### config.mk
export PLATFORM = sky130hd
export DESIGN_NAME = fir_stream_feeder_flat
export DESIGN_NICKNAME = d
export VERILOG_FILES = /design/src/rtl/fir_stream_feeder_if.sv /design/src/rtl/fir_stream_feeder.sv /design/src/flat_wrapper.sv
export SDC_FILE = /design/constraint.sdc
export NUM_CORES = 1
export LEC_CHECK = 0
export BUFFER_PORTS_ARGS = -buffer_cell sky130_fd_sc_hd__buf_4
export CORE_UTILIZATION = 52
export DETAILED_ROUTE_END_ITERATION = 7
export PLACE_DENSITY = 0.85
export SYNTH_ARGS = -nofsm -noshare
export SYNTH_HDL_FRONTEND = slang
export SYNTH_SLANG_ARGS = --single-unit
### constraint.sdc
create_clock -name clk -period 2.1 [get_ports clk]
set_input_delay 0.21 -clock clk [delete_from_list [all_inputs] [get_ports clk]]
set_output_delay 0.21 -clock clk [all_outputs]
set_load 0.02 [all_outputs]
### src/rtl/fir_stream_feeder_if.sv
// Sample stream bundle between the upstream source, the feeder and the FIR input port.
interface fir_stream_feeder_if #(
    parameter int DATA_W = 6
);
    logic              in_valid;
    logic [DATA_W-1:0] in_data;
    logic              in_ready;
    logic [DATA_W-1:0] m_axis_fir_tdata;
    logic              m_axis_fir_tvalid;
    logic              m_set_coeffs;
    logic              m_axis_fir_tready;

    // Feeder side: accepts upstream samples, drives the FIR input.
    modport master (
        input  in_valid, in_data, m_axis_fir_tready,
        output in_ready, m_axis_fir_tdata, m_axis_fir_tvalid, m_set_coeffs
    );

    // Environment side: sample source plus FIR sink.
    modport slave (
        output in_valid, in_data, m_axis_fir_tready,
        input  in_ready, m_axis_fir_tdata, m_axis_fir_tvalid, m_set_coeffs
    );
endinterface

### src/rtl/fir_stream_feeder.sv
// FIR input feeder: buffers upstream samples in a small FIFO and streams them
// to the FIR, or replays the stored coefficient set as a set_coeffs burst.
//
// state | meaning
// RUN   | normal streaming, FIFO head feeds the output register
// DRAIN | burst requested, waiting for the pending sample to leave
// LOAD  | one coefficient per cycle, k = 0..NUM_COEFFS-1
module fir_stream_feeder #(
    parameter int DATA_W     = 6,
    parameter int NUM_COEFFS = 3,
    parameter int FIFO_DEPTH = 4
) (
    input  logic                        clk,
    input  logic                        reset,
    input  logic                        coef_wr,
    input  logic [1:0]                  coef_idx,
    input  logic [DATA_W-1:0]           coef_data,
    input  logic                        coef_start,
    output logic                        busy,
    output logic [$clog2(FIFO_DEPTH):0] fifo_level,
    fir_stream_feeder_if.master         bus
);
    localparam int PTR_W = $clog2(FIFO_DEPTH);
    localparam int LVL_W = PTR_W + 1;
    localparam int K_W   = (NUM_COEFFS > 1) ? $clog2(NUM_COEFFS) : 1;

    typedef enum logic [1:0] {ST_RUN, ST_DRAIN, ST_LOAD} state_t;

    state_t             state_q, state_d;
    logic [K_W-1:0]     k_q, k_d;
    logic [DATA_W-1:0]  coef_q [NUM_COEFFS];
    logic [DATA_W-1:0]  mem_q [FIFO_DEPTH];
    logic [PTR_W-1:0]   wr_ptr_q, rd_ptr_q;
    logic [LVL_W-1:0]   level_q;
    logic [DATA_W-1:0]  tdata_q, tdata_d;
    logic               tvalid_q, tvalid_d;
    logic               set_q, set_d;
    logic               busy_q, busy_d;
    logic               push, pop, out_free;

    assign bus.in_ready          = (level_q != LVL_W'(FIFO_DEPTH));
    assign bus.m_axis_fir_tdata  = tdata_q;
    assign bus.m_axis_fir_tvalid = tvalid_q;
    assign bus.m_set_coeffs      = set_q;
    assign busy                  = busy_q;
    assign fifo_level            = level_q;

    assign push     = bus.in_valid && bus.in_ready;
    assign out_free = !tvalid_q || bus.m_axis_fir_tready;

    // State and burst counter registers.
    always_ff @(posedge clk or negedge reset) begin
        if (!reset) begin
            state_q <= ST_RUN;
            k_q     <= '0;
        end else begin
            state_q <= state_d;
            k_q     <= k_d;
        end
    end

    // Next-state logic; a request is only honoured once the previous burst has fully left.
    always_comb begin
        state_d = state_q;
        k_d     = k_q;
        case (state_q)
            ST_RUN: begin
                k_d = '0;
                if (coef_start && !busy_q) state_d = ST_DRAIN;
            end
            ST_DRAIN: begin
                if (out_free) state_d = ST_LOAD;
            end
            ST_LOAD: begin
                if (k_q == K_W'(NUM_COEFFS - 1)) begin
                    state_d = ST_RUN;
                    k_d     = '0;
                end else begin
                    k_d = k_q + K_W'(1);
                end
            end
            default: state_d = ST_RUN;
        endcase
    end

    // Output-register next values; busy stays up through the last registered burst beat.
    always_comb begin
        tdata_d  = tdata_q;
        tvalid_d = tvalid_q;
        set_d    = 1'b0;
        pop      = 1'b0;
        busy_d   = (state_d != ST_RUN) || (state_q == ST_LOAD);
        case (state_q)
            ST_RUN: begin
                if ((level_q != '0) && out_free) begin
                    pop      = 1'b1;
                    tdata_d  = mem_q[rd_ptr_q];
                    tvalid_d = 1'b1;
                end else if (tvalid_q && bus.m_axis_fir_tready) begin
                    tvalid_d = 1'b0;
                end
            end
            ST_DRAIN: begin
                if (tvalid_q && bus.m_axis_fir_tready) tvalid_d = 1'b0;
            end
            ST_LOAD: begin
                set_d    = 1'b1;
                tdata_d  = coef_q[k_q];
                tvalid_d = 1'b0;
            end
            default: ;
        endcase
    end

    // Registered FIR-side outputs and busy flag.
    always_ff @(posedge clk or negedge reset) begin
        if (!reset) begin
            tdata_q  <= '0;
            tvalid_q <= 1'b0;
            set_q    <= 1'b0;
            busy_q   <= 1'b0;
        end else begin
            tdata_q  <= tdata_d;
            tvalid_q <= tvalid_d;
            set_q    <= set_d;
            busy_q   <= busy_d;
        end
    end

    // Coefficient bank; writes are frozen while a load is pending or running.
    always_ff @(posedge clk or negedge reset) begin
        if (!reset) begin
            for (int i = 0; i < NUM_COEFFS; i++) coef_q[i] <= '0;
        end else begin
            for (int i = 0; i < NUM_COEFFS; i++) begin
                if (coef_wr && !busy_q && (int'(coef_idx) == i)) coef_q[i] <= coef_data;
            end
        end
    end

    // FIFO pointers and occupancy; power-of-two depth lets the pointers wrap naturally.
    always_ff @(posedge clk or negedge reset) begin
        if (!reset) begin
            wr_ptr_q <= '0;
            rd_ptr_q <= '0;
            level_q  <= '0;
        end else begin
            if (push) wr_ptr_q <= wr_ptr_q + PTR_W'(1);
            if (pop)  rd_ptr_q <= rd_ptr_q + PTR_W'(1);
            case ({push, pop})
                2'b10:   level_q <= level_q + LVL_W'(1);
                2'b01:   level_q <= level_q - LVL_W'(1);
                default: level_q <= level_q;
            endcase
        end
    end

    // FIFO storage; contents are don't-care once the pointers are reset.
    always_ff @(posedge clk) begin
        if (push) mem_q[wr_ptr_q] <= bus.in_data;
    end
endmodule

### src/flat_wrapper.sv
// flat-port wrapper written by rule: the top's interface ports become plain ports
module fir_stream_feeder_flat 
#(
    parameter int DATA_W     = 6,
    parameter int NUM_COEFFS = 3,
    parameter int FIFO_DEPTH = 4
)
  (clk, reset, coef_wr, coef_idx, coef_data, coef_start, busy, fifo_level, bus_in_valid, bus_in_data, bus_m_axis_fir_tready, bus_in_ready, bus_m_axis_fir_tdata, bus_m_axis_fir_tvalid, bus_m_set_coeffs);
  fir_stream_feeder_if #(.DATA_W(DATA_W)) bus_i ();
  input  logic clk;
  input  logic reset;
  input  logic coef_wr;
  input  logic [1:0] coef_idx;
  input  logic [DATA_W-1:0] coef_data;
  input  logic coef_start;
  output logic busy;
  output logic [$clog2(FIFO_DEPTH):0] fifo_level;
  input wire logic [$bits(bus_i.in_valid)-1:0] bus_in_valid;
  input wire logic [$bits(bus_i.in_data)-1:0] bus_in_data;
  input wire logic [$bits(bus_i.m_axis_fir_tready)-1:0] bus_m_axis_fir_tready;
  output wire logic [$bits(bus_i.in_ready)-1:0] bus_in_ready;
  output wire logic [$bits(bus_i.m_axis_fir_tdata)-1:0] bus_m_axis_fir_tdata;
  output wire logic [$bits(bus_i.m_axis_fir_tvalid)-1:0] bus_m_axis_fir_tvalid;
  output wire logic [$bits(bus_i.m_set_coeffs)-1:0] bus_m_set_coeffs;
  assign bus_i.in_valid = bus_in_valid;
  assign bus_i.in_data = bus_in_data;
  assign bus_i.m_axis_fir_tready = bus_m_axis_fir_tready;
  assign bus_in_ready = bus_i.in_ready;
  assign bus_m_axis_fir_tdata = bus_i.m_axis_fir_tdata;
  assign bus_m_axis_fir_tvalid = bus_i.m_axis_fir_tvalid;
  assign bus_m_set_coeffs = bus_i.m_set_coeffs;
  fir_stream_feeder #(.DATA_W(DATA_W), .NUM_COEFFS(NUM_COEFFS), .FIFO_DEPTH(FIFO_DEPTH)) u_core (.clk(clk), .reset(reset), .coef_wr(coef_wr), .coef_idx(coef_idx), .coef_data(coef_data), .coef_start(coef_start), .busy(busy), .fifo_level(fifo_level), .bus(bus_i));
endmodule
==> flow_metrics.env <==
export IMPL_vdd_drop_max_mv=1.102
export IMPL_yosysUniqueCellTypes=38
export IMPL_max_freq_ghz=0.4919
export IMPL_ant_nets=0
export IMPL_rsz0062_at_grt="yes"
export IMPL_synthTopCellsByArea="dfrtp_1 33%, edfxtp_1 25%, mux2_2 8.2%, mux4_2 4.7%, ha_1 4.4%"
export IMPL_layout_min_cycle_time_ns=2.033
export IMPL_die_w_microns=76.31
export IMPL_wl_microns=5467
export IMPL_seq_area_frac_synth_pct=58.21
export IMPL_synthCells=206
export IMPL_grt_pass1_wl_microns=8880
export IMPL_track_usage_pct=20.49
export IMPL_path_class="reg -> reg"
export IMPL_cp_arrival_ns=2.29
export IMPL_row_count=26
export IMPL_synth_largest_area_cell="dfrtp_1"
export IMPL_ys_seq_elements=62
export IMPL_slew_headroom_pct=67.43
export IMPL_syn_avg_cell_area_sq_um=13.94
export IMPL_syn_area_sq_um=2872
export IMPL_vias=1836
export IMPL_cp_max_fo=4
export IMPL_wl_per_cell_microns=16.93
export IMPL_leakagePower_nw=1.396
export IMPL_setup_viol=0
export IMPL_clock_path_buffers=2
export IMPL_utilization_pct=65.99
export IMPL_route_detailed_drc=0
export IMPL_grt_overflow=0
export IMPL_antenna_cells=0
export IMPL_finalMaxSlewViolations=0
export IMPL_layout_cells_non_filler=323
export IMPL_critical_path_slowest_cell="dfrtp_2"
export IMPL_maxCapViolCount=0
export IMPL_cp_slowest_stage_delay_ns=0.43
export IMPL_start_util_pct=55.17
export IMPL_dp_hpwl_microns=3817
export IMPL_clock_latency_ns=0.34
export IMPL_cts_sinks=62
export IMPL_die_area_sq_um=5823
export IMPL_required_ns=2.36
export IMPL_io_buffers=32
export IMPL_skew_ns=0.005648
export IMPL_dpl_cell_count=304
export IMPL_end_kind="flop"
export IMPL_path_clk_slew_ns=0.06
export IMPL_drt_iter0_markers=92
export IMPL_antenna_found_initial=0
export IMPL_numCtsBuffers=9
export IMPL_cellPowerDensity_nw_per_um2=1489
export IMPL_synth_top_area_share_pct=33.12
export IMPL_htree_levels=3
export IMPL_path_cells="or3_4 > and3_4 > ha_4 > fa_2 > xnor2_2 > nor2_2 > xor2_1"
export IMPL_outcome="completed"
export IMPL_drive_above_1_share_pct=36.76
export IMPL_drtPass1Iterations=4
export IMPL_grt_max_degree=39
export IMPL_yosys_warnings=0
export IMPL_grt_pass1_vias=1844
export IMPL_fin_crit_sh_pct=96.81
export IMPL_syn_to_final_growth_pct=19.61
export IMPL_place_congestion=0.7933
export IMPL_hold_viol_final=0
export IMPL_cts_tree="built"
export IMPL_dieHeight_microns=76.31
export IMPL_boundaryPins=33
export IMPL_vias_per_cell=5.684
export IMPL_synth_fp_nets=237
export IMPL_cts_root_buf="clkbuf_8"
export IMPL_tightestPinTransition_ns=0.4886
export IMPL_final_nets=279
export IMPL_cp_start_kind="flop"
export IMPL_hp_class="in -> reg"
export IMPL_core_sq_um=5205
## area by class of cell
cell class	count	area, sq um
clock buffers	15	166.4
clock inverters	1	5.005
fillers	380	1770
inverters	6	22.52
multi-input cells	124	1139
flip-flops and latches	62	1674
well taps	70	87.58
repair buffers	45	340.3
## cells in the final DEF, fill, tap and decap left out, types with 2 or more instances in the layout
cell      count
buf_4        44
dfrtp_1      36
edfxtp_1     24
mux2_2       21
a21oi_1      11
clkbuf_8     11
ha_1          9
nand2_1       8
inv_1         6
mux4_2        6
nor4_1        6
mux2i_1       6
o221ai_1      6
o311a_1       6
o21ai_0       5
nor2b_1       4
and3_1        4
clkbuf_1      4
nand2b_1      3
nor2_1        3
xnor2_1       3
and3_4        2
nor3_1        2
xor2_1        2
nor4bb_1      2
o21ai_1       2
dfrtp_2       2
## registers in the layout (all words and copies together) (netlist names)
register                      flops
u_core.bus.m_axis_fir_tdata       6
u_core.bus.m_axis_fir_tvalid      1
u_core.bus.m_set_coeffs           1
u_core.busy                       1
u_core.coef_q                    18
u_core.fifo_level                 3
u_core.k_q                        2
u_core.mem_q                     24
u_core.rd_ptr_q                   2
u_core.state_q                    2
u_core.wr_ptr_q                   2
## critical path: cells and delay by family (launching register included)
family	cells	cell delay [ns]
simple gates	3	0.72
fa+ha+maj	2	0.52
flops	1	0.43
xor+xnor	2	0.29
## per-stage QoR
step / setup TNS, ns / power, mW / cell area (sq um) / hold WS (ns) / worst slack [ns]
final: 0 / 5.114 / 3435 / 0.07602 / 0.06702
after global routing: 0 / 5.446 / 3435 / 0.06121 / 0.004974
after CTS: 0 / 5.061 / 3405 / 0.06169 / 0.07996
after detailed placement: 0 / 4.136 / 3223 / 0.2063 / 0.08464
after global placement: 0 / 4.041 / 3223 / 0.2033 / 0.1192
after floorplan: -0.02290 / 3.500 / 2893 / -0.08559 / -0.02290
## path summary, 6_finish.rpt
check / from / to / depth (start not counted) / slack, ns
hold reg to reg: u_core.coef_q[2] / u_core.coef_q[2] / 1 / 0.51
max in group asynchronous: reset / u_core.fifo_level[1] / 2 / 1.35
hold / removal: bus_in_data[4] / u_core.mem_q[3][4] / 1 / 0.08
setup / recovery: u_core.fifo_level[0] / u_core.fifo_level[2] / 7 / 0.07
setup reg to reg: u_core.fifo_level[0] / u_core.fifo_level[2] / 7 / 0.07
min in group asynchronous: reset / u_core.coef_q[17] / 2 / 0.37
## power by group
group	total (mW)	switching, mW	leakage (nW)	internal, mW
Sequential	2.12	0.386	0.671	1.74
Clock	0.915	0.422	0.0877	0.493
Combinational	2.08	0.971	0.637	1.11
Total	5.11	1.78	1.40	3.34
## synth_stat cells
| master | count |
|---|---|
| a211oi_1 | 1 |
| a21o_1 | 1 |
| a21oi_1 | 11 |
| a22o_1 | 1 |
| and2_1 | 1 |
| and3_1 | 4 |
| and3_2 | 1 |
| and3_4 | 1 |
| buf_1 | 1 |
| buf_2 | 1 |
| buf_4 | 1 |
| buf_6 | 2 |
| clkbuf_1 | 9 |
| dfrtp_1 | 38 |
| edfxtp_1 | 24 |
| fa_1 | 1 |
| ha_1 | 10 |
| inv_1 | 6 |
| mux2_2 | 21 |
| mux2i_1 | 6 |
| mux4_2 | 6 |
| nand2_1 | 8 |
| nand2b_1 | 3 |
| nand3b_1 | 1 |
| nor2_1 | 4 |
| nor2b_1 | 4 |
| nor3_1 | 2 |
| nor4_1 | 6 |
| nor4b_2 | 1 |
| nor4bb_1 | 2 |
| o21ai_0 | 5 |
| o21ai_1 | 2 |
| o221ai_1 | 6 |
| o311a_1 | 6 |
| o31ai_1 | 1 |
| or3_1 | 2 |
| xnor2_1 | 4 |
| xor2_1 | 2 |
## kinds of logic (layout without fill, tap and decap cells)
| group | count (synthesis) | after routing | share of synthesized area, % |
|---|---|---|---|
| flops | 62 | 62 | 58.21 |
| simple gates | 40 | 40 | 8.410 |
| compound gates | 34 | 34 | 8.148 |
| mux | 33 | 33 | 15.03 |
| buf+inv | 20 | 67 | 3.311 |
| fa+ha+maj | 11 | 11 | 5.054 |
| xor+xnor | 6 | 6 | 1.830 |
## timing repair
action | in CTS | in global routing
hold buffers | 1 | 0
resized for setup | 0 | 3
buffers inserted | 0 | 2
hold endpoints to repair | 38 | 0
setup endpoints to repair | 0 | 1
## metal layers
layer / global-route usage [%] / up-vias / share of wire, %
met1: 27.78 / 910 / 46
met5: 0 / - / 0
met4: 9.231 / 0 / 2.0
li1: - / 858 / -
met2: 29.91 / 57 / 47
met3: 6.946 / 11 / 5.5
(Power assumes the default switching activity.)
